`src/rtl/dmem_bridge_pkg.sv`:
```
// Shared types and sizing for the data-memory bus bridge.
package dmem_bridge_pkg;

  localparam int unsigned DATA_W          = 32;
  localparam int unsigned ADDR_W          = 32;
  localparam int unsigned CNT_W           = 4;
  localparam int unsigned TIMEOUT_DEFAULT = 15;

  typedef enum logic [1:0] {
    ST_IDLE = 2'd0,
    ST_REQ  = 2'd1,
    ST_DONE = 2'd2
  } state_e;

endpackage

```
`src/rtl/dmem_bridge.sv`:
```
// Bridges EX/MEM load/store requests onto a req/ack memory bus, freezing the
// pipeline while the access is outstanding and aborting after TIMEOUT cycles.
module dmem_bridge
  import dmem_bridge_pkg::*;
#(
  parameter int unsigned TIMEOUT = TIMEOUT_DEFAULT
) (
  input  logic              clk,
  input  logic              rst_n,
  input  logic              memread_ex_mem,
  input  logic              memwrite_ex_mem,
  input  logic [ADDR_W-1:0] addr_ex_mem,
  input  logic [DATA_W-1:0] wdata_ex_mem,
  output logic              bus_req,
  output logic              bus_we,
  output logic [ADDR_W-1:0] bus_addr,
  output logic [DATA_W-1:0] bus_wdata,
  input  logic              bus_ack,
  input  logic [DATA_W-1:0] bus_rdata,
  output logic [DATA_W-1:0] rdata,
  output logic              rdata_valid,
  output logic              stall_mem,
  output logic              bus_err
);

  state_e           state_q;
  state_e           state_d;
  logic [CNT_W-1:0] cnt_q;
  logic             req_c;
  logic             ack_c;
  logic             expire_c;

  assign req_c    = memread_ex_mem | memwrite_ex_mem;
  assign ack_c    = (state_q == ST_REQ) && bus_ack;
  // Ack on the final wait cycle still wins over the abort.
  assign expire_c = (state_q == ST_REQ) && !bus_ack && (cnt_q == CNT_W'(TIMEOUT - 1));

  always_ff @(posedge clk or negedge rst_n) begin
    if (!rst_n) begin
      state_q <= ST_IDLE;
    end else begin
      state_q <= state_d;
    end
  end

  always_comb begin
    state_d = state_q;
    case (state_q)
      ST_IDLE: if (req_c) state_d = ST_REQ;
      ST_REQ:  if (ack_c || expire_c) state_d = ST_DONE;
      ST_DONE: state_d = ST_IDLE;
      default: state_d = ST_IDLE;
    endcase
  end

  // Stall asserts in the detect cycle itself so the pipeline freezes at once.
  always_comb begin
    bus_req     = 1'b0;
    stall_mem   = 1'b0;
    rdata_valid = 1'b0;
    case (state_q)
      ST_IDLE: stall_mem = req_c;
      ST_REQ: begin
        bus_req   = 1'b1;
        stall_mem = 1'b1;
      end
      ST_DONE: rdata_valid = !bus_we;
      default: ;
    endcase
  end

  // Latched access, wait counter, load result and sticky error.
  always_ff @(posedge clk or negedge rst_n) begin
    if (!rst_n) begin
      cnt_q     <= '0;
      bus_we    <= 1'b0;
      bus_addr  <= '0;
      bus_wdata <= '0;
      rdata     <= '0;
      bus_err   <= 1'b0;
    end else begin
      if (state_q == ST_IDLE && req_c) begin
        cnt_q     <= '0;
        bus_we    <= memwrite_ex_mem;
        bus_addr  <= addr_ex_mem;
        bus_wdata <= wdata_ex_mem;
        if (memread_ex_mem && memwrite_ex_mem) bus_err <= 1'b1;
      end else if (ack_c) begin
        if (!bus_we) rdata <= bus_rdata;
      end else if (expire_c) begin
        bus_err <= 1'b1;
        if (!bus_we) rdata <= '0;
      end else if (state_q == ST_REQ) begin
        cnt_q <= cnt_q + CNT_W'(1);
      end
    end
  end

endmodule

```
`config.mk`:
```
export PLATFORM = sky130hd
export DESIGN_NAME = dmem_bridge
export DESIGN_NICKNAME = d
export VERILOG_FILES = /design/src/rtl/dmem_bridge_pkg.sv /design/src/rtl/dmem_bridge.sv
export SDC_FILE = /design/constraint.sdc
export NUM_CORES = 1
export LEC_CHECK = 0
export CAP_MARGIN = 40
export CORE_MARGIN = 5
export CORE_UTILIZATION = 35
export CTS_BUF_LIST = sky130_fd_sc_hd__clkbuf_16
export CTS_CLUSTER_SIZE = 16
export DETAILED_ROUTE_END_ITERATION = 8
export DONT_BUFFER_PORTS = 1
export GPL_ROUTABILITY_DRIVEN = 1
export GPL_TIMING_DRIVEN = 0
export SYNTH_ARGS = -nofsm -noshare
export SYNTH_HDL_FRONTEND = slang
export SYNTH_SLANG_ARGS = --single-unit
```
`constraint.sdc`:
```
create_clock -name clk -period 2.25 [get_ports clk]
set_clock_uncertainty 0.05 [all_clocks]
set_input_delay 0.3375 -clock clk [delete_from_list [all_inputs] [get_ports clk]]
set_output_delay 0.3375 -clock clk [all_outputs]
set_load 0.005 [all_outputs]
```
==> impl_metrics.yaml <==
layout:
  drive_above_1_share_pct: 10.15
  nets: 365
  syn2layout_area_growth_pct: 10.69
  final_area_um2: 4419
  fillers: 1031
  postLayoutCoreUtil_pct: 39.04
  antenna_cells: 0
synth:
  synth_cell_types: 27
  synth_top_area_share_pct: 65.18
  synth_area_leaders: "dfrtp_1 65%, mux2_1 18%, a22o_1 7.2%, buf_6 2.8%, ha_1 0.63%"
  synth_seq_cells: 104
  synthArstFlopShare_pct: 100.0
  postSynthAreaPerCell_um2: 15.91
  syn-instance-count: 251
  yosysWarnings: 0
  synth_top_cell_by_area: "dfrtp_1"
  seq_area_frac_synth_pct: 65.18
  synth_enable_flop_cells: 0
  syn_nets: 354
  ys.flop_type: "dfrtp_1"
  synthesis.area_um2: 3993
clock_network:
  ctsLongestPathBuffers: 2
  ctsHtreeMaxLevel: 3
  cts.clk_slew.worst_paths_ns: 0.06
  cts_root_buffer: "clkbuf_16"
  cts_resized: 0
  cts_tree: "built"
  cts_sinks: 104
  cts_setup_buffers: 0
  clk_latency_ns: 0.34
  numCtsBuffers: 9
placed_design:
  globalplace.congestion: 0.7182
  placed_cell_area_um2: 4172
  port_buffers: 0
  dp_hpwl_mm: 6.181
  pre_cts_ws_ns: 0.3756
grt:
  grt_pass1_wl_mm: 12.40
  antenna_found_initial: 0
  grt-ovfl-total: 0
  grt_pass1_vias: 2305
  grt_start_max_net_pins: 105
  track_usage_pct: 12.12
setup_path:
  setup.worst_path.end: "rdata[18]$_DFFE_PN0P_"
  cpMostUsedCell: "buf_6"
  crit_path_start_kind: "flop"
  critPathKind: "flop to flop"
  critPathLaunch: "cnt_q[0]$_DFFE_PN0P_"
  rrSetupSlack_ns: 0.42
  end_kind: "flop"
  critPathMaxFanout: 10
  required_ns: 2.43
  path_depth: 7
  crit_arrival_ns: 2.01
  r2r-start: "cnt_q[0]$_DFFE_PN0P_"
  reg2reg_depth: 7
  reg2reg_to: "rdata[18]$_DFFE_PN0P_"
  path_cells: "inv_1, ha_1, a31oi_1, or3_1, buf_6, buf_6, a22o_1"
  crit_family: "flip-flops"
  critPathSlowestCell: "dfrtp_1"
  max_stage_delay_ns: 0.42
  path_buf_inv: 3
flow_run:
  maxCapViolCount: 0
sta:
  rsz0062_at_grt: "false"
  holdWs_ns: -0.3596
  tns_ns: 0
  worst_pin_slew_ns: 0.4369
  slew_headroom_pct: 70.81
  post-route-period-util_pct: 81.36
  period_needed_ns: 1.831
  setup_viol: 0
  fmax_ghz: 0.5463
  maxSlewViolCount: 0
  timing.final.ws_setup_ns: 0.4195
  hold_viol: 104
route:
  drt-pass1-iter-count: 4
  wl_per_cell_um: 20.72
  wirelength_mm: 8.475
  drt-vias-per-instance: 5.298
  drc: 0
  detail-route-antenna-nets: 0
  vias: 2167
  drt_iter0_drc: 62
floorplanning:
  die_w_um: 116.8
  die-area_um2: 13640
  die_h_um: 116.8
  start_util_pct: 35.27
  core_area_um2: 11320
  rows: 39
  pin_count: 202
hold_path:
  hp-class: "input port to asynchronous set/reset pin"
power:
  p_leak_nw: 1.968
  ir_drop_uv: 629.1
  p_per_area_nw_per_um2: 1452
outcome:
  violations: "negative hold slack"
  status: "finished, violations left"
-- layer usage --
metal	GRT usage [%]	vias up	part of all wire, %
met4	5.122	0	1.9
met2	19.15	110	49
met1	14.54	1100	39
met3	5.193	13	10
li1	-	944	-
met5	0	-	0
-- sequential cells by signal (all words and copies together) (netlist names) --
name       count
bus_addr      32
bus_wdata     32
rdata         32
cnt_q          4
state_q        2
bus_err        1
bus_we         1
-- Yosys cell counts, types with 2 or more instances --
cell type,number
buf_6,10
buf_2,4
mux2_1,64
a21oi_1,3
inv_1,4
nor2_1,3
ha_1,2
nor3b_1,3
nand2_1,3
nor4_1,2
a311o_1,2
a22o_1,33
dfrtp_1,104
-- where the power goes --
part	switching, W	leakage (nW)	total [W]	internal, W
sequential	0.000734	1.24	0.00352	0.00278
combinational	0.000666	0.588	0.00154	0.000876
clock	0.000636	0.135	0.00136	0.000721
-- how the worst min path moves through the flow --
stage	from	slack, ns	end	cells after the start
global placement	rst_n	-0.006	rdata[26]$_DFFE_PN0P_	0
global route	rst_n	-0.39	rdata[29]$_DFFE_PN0P_	0
detailed placement	rst_n	-0.006	rdata[29]$_DFFE_PN0P_	0
finish	rst_n	-0.36	rdata[29]$_DFFE_PN0P_	0
CTS	rst_n	-0.38	rdata[10]$_DFFE_PN0P_	0
floorplan	rst_n	-0.008	bus_addr[0]$_DFFE_PN0P_	0
-- per-stage QoR --
step / total power, W / hold WS [ns] / instances
after floorplan: 0.004648 / -0.008091 / 251
after CTS: 0.006545 / -0.3810 / 409
after global routing: 0.006872 / -0.3896 / 409
after global placement: 0.005085 / -0.005868 / 394
final: 0.006417 / -0.3596 / 409
after detailed placement: 0.005156 / -0.006048 / 394
-- placed cells by master (no fill, tap or decap), types with 2 or more instances in the layout --
master,synthesis,final
dfrtp_1,104,104
mux2_1,64,64
a22o_1,33,33
buf_6,10,10
clkbuf_16,0,9
inv_1,4,8
buf_2,4,4
nor2_1,3,3
nand2_1,3,3
nor3b_1,3,3
a21oi_1,3,3
nor4_1,2,2
a311o_1,2,2
ha_1,2,2
clkinv_1,0,2
-- cell families after synthesis --
kind of cell | share of synthesized area, %
AOI/OAI and AO/OA | 9.464
adders and majority gates | 0.6267
buffers and inverters | 3.698
DFF | 65.18
muxes | 18.05
and+or+nand+nor | 2.977
-- layout make-up --
class	instances	area, um^2	share of cell area, %
sequential	104	2603	58.89
multi-input combinational	129	1242	28.11
tap	143	178.9	4.049
clock inverter	6	22.52	0.5096
inverter	4	15.01	0.3398
clock buffer	9	225.2	5.096
buffer	14	132.6	3.001
Power figures use the tool's default switching activity.
